`config.mk`:
```
export PLATFORM = sky130hd
export DESIGN_NAME = inv_nch_filt
export DESIGN_NICKNAME = d
export VERILOG_FILES = /design/src/rtl/inv_nch_filt_pkg.sv /design/src/rtl/inv_nch_filt_ch.sv /design/src/rtl/inv_nch_filt.sv
export SDC_FILE = /design/constraint.sdc
export NUM_CORES = 1
export LEC_CHECK = 0
export ABC_CLOCK_PERIOD_IN_PS = 1500
export CORE_MARGIN = 2
export CORE_UTILIZATION = 50
export CTS_CLUSTER_SIZE = 28
export DETAILED_ROUTE_END_ITERATION = 6
export PLACE_DENSITY = 0.75
export REMOVE_ABC_BUFFERS = 1
export SKIP_CTS_REPAIR_TIMING = 1
export SLEW_MARGIN = 20
export SYNTH_ARGS = -nofsm -noshare
export SYNTH_HDL_FRONTEND = slang
export SYNTH_SLANG_ARGS = --single-unit
```
`constraint.sdc`:
```
create_clock -name clk -period 1.5 [get_ports clk]
set_input_delay 0.225 -clock clk [delete_from_list [all_inputs] [get_ports clk]]
set_output_delay 0.225 -clock clk [all_outputs]
set_load 0.02 [all_outputs]
```
`src/rtl/inv_nch_filt_pkg.sv`:
```
// Shared defaults and the counter-width helper for the multi-channel inverter filter.
package inv_pkg;

   localparam int INV_CH_DEFAULT   = 6;
   localparam int INV_FILT_DEFAULT = 4;

   // Wide enough to hold 0..filt_cycles.
   function automatic int inv_cnt_width(input int filt_cycles);
      return (filt_cycles < 1) ? 1 : $clog2(filt_cycles + 1);
   endfunction

endpackage

```
`src/rtl/inv_nch_filt_ch.sv`:
```
// Single filter channel: 2-flop synchroniser, stability counter, filtered state and
// a registered one-cycle change pulse.
module inv_filt_ch
   import inv_pkg::*;
#(
   parameter int FILT_CYCLES = INV_FILT_DEFAULT
) (
   input  logic clk,
   input  logic rst_n,
   input  logic en,
   input  logic a,
   output logic f,
   output logic chg
);

   localparam int CW = inv_cnt_width(FILT_CYCLES);
   localparam logic [CW-1:0] CNT_LAST = CW'(FILT_CYCLES - 1);

   logic          s_meta;
   logic          s;
   logic          f_d;
   logic [CW-1:0] cnt;

   always_ff @(posedge clk or negedge rst_n) begin
      if (!rst_n) begin
         s_meta <= 1'b0;
         s      <= 1'b0;
         f      <= 1'b0;
         f_d    <= 1'b0;
         cnt    <= '0;
         chg    <= 1'b0;
      end else begin
         s_meta <= a;
         s      <= s_meta;
         f_d    <= f;
         if (!en) begin
            cnt <= '0;
            chg <= 1'b0;
         end else begin
            // f_d lags f by one edge, so the pulse lands on the edge after the toggle.
            chg <= f ^ f_d;
            if (s == f) begin
               cnt <= '0;
            end else if (cnt == CNT_LAST) begin
               f   <= s;
               cnt <= '0;
            end else begin
               cnt <= cnt + 1'b1;
            end
         end
      end
   end

endmodule

```
`src/rtl/inv_nch_filt.sv`:
```
// Multi-channel debounced inverter. Define INV_OPEN_DRAIN_EN for an open-collector
// output stage (drive 0 or release to Z); default is push-pull.
module inv_nch_filt
   import inv_pkg::*;
#(
   parameter int CH          = INV_CH_DEFAULT,
   parameter int FILT_CYCLES = INV_FILT_DEFAULT
) (
   input  logic          clk,
   input  logic          rst_n,
   input  logic          en,
   input  logic [CH-1:0] a,
   output logic [CH-1:0] y,
   output logic [CH-1:0] chg
);

   logic [CH-1:0] f;

   for (genvar i = 0; i < CH; i++) begin : g_ch
      inv_filt_ch #(
         .FILT_CYCLES(FILT_CYCLES)
      ) u_ch (
         .clk   (clk),
         .rst_n (rst_n),
         .en    (en),
         .a     (a[i]),
         .f     (f[i]),
         .chg   (chg[i])
      );

`ifdef INV_OPEN_DRAIN_EN
      assign y[i] = f[i] ? 1'b0 : 1'bz;
`else
      assign y[i] = ~f[i];
`endif
   end

endmodule

```
[Yosys cells after proc, flatten, opt, wreduce, memory -nomap -nowiden]
Index checks and enable logic that the tools add are counted.
Cells by class
  bitwise gates (word level): 18
  equality and inequality tests: 12
  reductions and logical operators: 6
  muxes and demuxes: 24
  add/subtract/negate cells: 6
Operator list (number)
  3-bit 2-to-1 mux: 18
  3-bit by 1-bit adder with 3-bit output (second input constant): 6
  3-bit by 2-bit equality test with 1-bit output (second input constant): 6
  3-bit AND reduction: 6
  1-bit inverter: 12
  1-bit equality test: 6
  1-bit 2-to-1 mux: 6
  1-bit bitwise XOR: 6
Storage, ports and cells
  output and inout port bits: 12
  input bits: 9
  flip-flop bits (word level): 48
  logic and storage cells: 102

[Logic depth before layout (Yosys ltp)]
  depth after elaboration: 4
  depth in mapped cells: 3
  depth with buffers taken out: 3

[Cells and area by module]
A second synthesis with hierarchy kept.
Second synthesis, totals
  cell total of the unflattened synthesis: 114
  area total of the unflattened synthesis: 1831.8 µm²
By module, submodules not included
  inv_filt_ch: cells each 18, times used 6, area each 301.5 µm²
  inv_nch_filt: cells each 6, times used 1, area each 22.5 µm²

[Worst setup path after synthesis]
OpenSTA, ideal clock, no wires.
  kind: register to register
  from: reg g_ch[0].u_ch.cnt[0]
  to: reg g_ch[0].u_ch.f
  path slack: 402 ps
  stages on the path, launching flop included: 4
  arrival: 973 ps
  setup time: 125 ps
  period minus slack after synthesis: 1098 ps
  path through: dfrtp_1 -> ha_1 -> nand3b_1 -> mux2_2
Between the ends
  cells in the longest elaborated chain, start to end: 2
Ends and longest elaborated chain
  start: declaration: RTL line inv_nch_filt_ch.sv:22  | logic [CW-1:0] cnt;
  start signal: assignment: RTL line inv_nch_filt_ch.sv:48  | cnt <= cnt + 1'b1;
  3-bit by 2-bit equality test with 1-bit output: RTL line inv_nch_filt_ch.sv:44  | end else if (cnt == CNT_LAST) begin
  3-bit AND reduction (no line)
  end signal: assignment: RTL line inv_nch_filt_ch.sv:45  | f <= s;
  end: declaration: RTL line inv_nch_filt_ch.sv:12  | output logic f,
No other way between the ends.
A chain may end at the register's enable or synchronous reset.

[Worst setup path after layout]
  from: reg g_ch[1].u_ch.chg
  to: out chg[1]
RTL lines
  start: declaration: RTL line inv_nch_filt_ch.sv:13  | output logic chg
  start signal: assignment: RTL line inv_nch_filt_ch.sv:41  | chg <= f ^ f_d;
  end: declaration: RTL line inv_nch_filt.sv:14  | output logic [CH-1:0] chg
No word-level cell between the ends.

==> impl_metrics.py <==
metrics = {
    "run_status": {
        "run_status": "finished clean",
    },
    "detailed_routing": {
        "drc": 0,
        "drtIter0Drc": 20,
        "wl_um": 2640,
        "drtAntennaViolNets": 0,
        "num_vias": 967,
        "drtPass1Iterations": 2,
        "wl_per_cell_um": 13.5,
        "via_per_inst": 4.96,
    },
    "timing": {
        "max_freq_mhz": 689,
        "final-setup-viol-count": 0,
        "relSlewSlack": 0.753,
        "finalHoldViolCount": 0,
        "rsz0062_at_grt": "false",
        "period_needed_ns": 1.45,
        "maxSlewViolCount": 0,
        "period_share": 0.967,
        "tightest_slew_ns": 0.370,
        "setup_tns_ns": 0,
        "clock_skew_ns": 0.00428,
    },
    "placed_design": {
        "gp_congestion": 0.702,
        "place_area_um2": 2140,
        "hpwl_um": 1820,
        "place_inst": 187,
        "io_buffers": 20,
    },
    "worst_setup_path": {
        "max_stage_delay_ns": 0.59,
        "setup.worst_path.end_class": "output port",
        "cp.arrival_ns": 1.23,
        "worst-setup-path-type": "flop to output port",
        "crit_slowest_cell": "clkdlybuf4s50_1",
        "worstPathCellList": "clkdlybuf4s50_1",
        "path_max_fanout": 1,
        "critPathTopFamily": "buffers and inverters",
        "cp_num_buf_inv": 1,
        "required_ns": 1.27,
        "crit_path_start_kind": "flop",
    },
    "die": {
        "fp-row-count": 22,
        "start_util": 0.519,
        "die_area_um2": 4280,
        "ios": 21,
        "core_area_um2": 3630,
        "die_w_um": 65.4,
        "chipHeight_um": 65.4,
    },
    "global_route": {
        "grt_pass1_vias": 1050,
        "grt_usage": 0.151,
        "antenna_found_initial": 0,
        "grt-ovfl-total": 0,
        "grt_pass1_wl_um": 4760,
        "grt_max_degree": 34,
    },
    "finish": {
        "instances_no_fill": 195,
        "syn_to_final_growth_pct": 19.1,
        "layout_commonest_cell": "dfrtp_1",
        "fin_util": 0.618,
        "nets": 162,
        "antenna_cells": 0,
        "layout-drive-gt1-share": 0.231,
        "fin_area_um2": 2240,
        "final_cell_mix": "48 x dfrtp_1, 13 x clkdlybuf4s50_1, 10 x and4bb_2",
    },
    "clocking": {
        "clkSinkCount": 48,
        "clk_latency_ns": 0.29,
        "cts_tree": "yes",
        "cts-buffers-inserted": 5,
        "cts_max_level": 2,
        "cts-root-buf": "clkbuf_8",
        "clk_pin_slew_ns": 0.08,
        "cts_buffer_depth": 2,
    },
    "flow_run": {
        "drv_cap": 0,
    },
    "logic_synthesis": {
        "ys.warnings.count": 0,
        "ys_types": 14,
        "ys_seq_area_frac": 0.637,
        "netlist_area_um2": 1880,
        "syn_area_per_cell_um2": 15.3,
        "synthCells": 123,
        "ys_seq_elements": 48,
    },
    "power_and_ir_drop": {
        "p_leak_uw": 0.00108,
        "ir_drop_mv": 0.596,
        "cellPowerDensity_nw_per_um2": 1270,
    },
    "hold_path": {
        "hp-class": "flop to flop",
    },
}
layout make-up:
| type | instances | area (um^2) |
|---|---|---|
| fill | 292 | 1390 |
| sequential | 48 | 1200 |
| multi-input combinational | 60 | 601 |
| timing repair buffer | 26 | 283 |
| clock buffer | 6 | 72.6 |
| tap | 48 | 60.1 |
| inverter | 6 | 22.5 |
| clock inverter | 1 | 5.00 |
cells by family after synthesis:
kind of cell,after synthesis,share of synthesized area
XOR/XNOR,12,0.0558
adder cells (fa/ha/maj),6,0.0398
buffers and inverters,15,0.0438
flip-flops,48,0.637
multiplexers,6,0.0359
AND/OR/NAND/NOR,36,0.187
stage by stage:
step / hold slack (ns) / total power (uW) / setup WS, ns
4_1_cts: -0.170 / 2910 / -0.152
6_report: 0.351 / 2850 / 0.0494
3_3_place_gp: 0.157 / 2160 / 0.110
3_5_place_dp: 0.165 / 2190 / 0.0878
2_1_floorplan: -0.0706 / 1900 / 0.402
5_1_grt: 0.349 / 3010 / 0.00681
worst paths after layout:
| path | startpoint | end | slack (ns) | cells past startpoint |
|---|---|---|---|---|
| worst min-delay path | g_ch[1].u_ch.s_meta | g_ch[1].u_ch.s | 0.35 | 0 |
| worst min register to register | g_ch[1].u_ch.s_meta | g_ch[1].u_ch.s | 0.35 | 0 |
| min in group asynchronous | rst_n | g_ch[1].u_ch.f_d | 0.37 | 2 |
| worst max-delay path | g_ch[1].u_ch.chg | chg[1] | 0.05 | 1 |
| worst max register to register | g_ch[2].u_ch.f | g_ch[2].u_ch.cnt[2] | 0.29 | 3 |
| max in group asynchronous | rst_n | g_ch[3].u_ch.f_d | 0.64 | 3 |
metal layers:
layer / vias up / global-route usage / part of all wire
li1: 456 / - / -
met2: 20 / 0.244 / 0.49
met5: - / 0 / 0
met3: 5 / 0.0582 / 0.051
met4: 0 / 0.0625 / 0.019
met1: 486 / 0.181 / 0.44
cell usage after synthesis:
| master | n | area, um^2 |
|---|---|---|
| and2_1 | 6 | 37.5 |
| and3b_1 | 2 | 17.5 |
| and4bb_2 | 10 | 125 |
| buf_4 | 7 | 52.6 |
| clkbuf_1 | 2 | 7.51 |
| dfrtp_1 | 48 | 1200 |
| ha_1 | 6 | 75.1 |
| inv_1 | 6 | 22.5 |
| mux2_2 | 6 | 67.6 |
| nand3b_1 | 6 | 45.0 |
| nor2b_1 | 6 | 37.5 |
| nor4b_2 | 6 | 90.1 |
| xnor2_1 | 6 | 52.6 |
| xor2_1 | 6 | 52.6 |
registers in the layout (all words and copies together) (netlist names):
signal / flops
g_ch.u_ch.s: 6
g_ch.u_ch.f_d: 6
g_ch.u_ch.chg: 6
g_ch.u_ch.cnt: 18
g_ch.u_ch.s_meta: 6
g_ch.u_ch.f: 6
where the power goes:
part / switching, uW / internal, uW
logic: 276 / 329
clock network: 387 / 317
registers: 90.9 / 1450
Power figures use the tool's default switching activity.
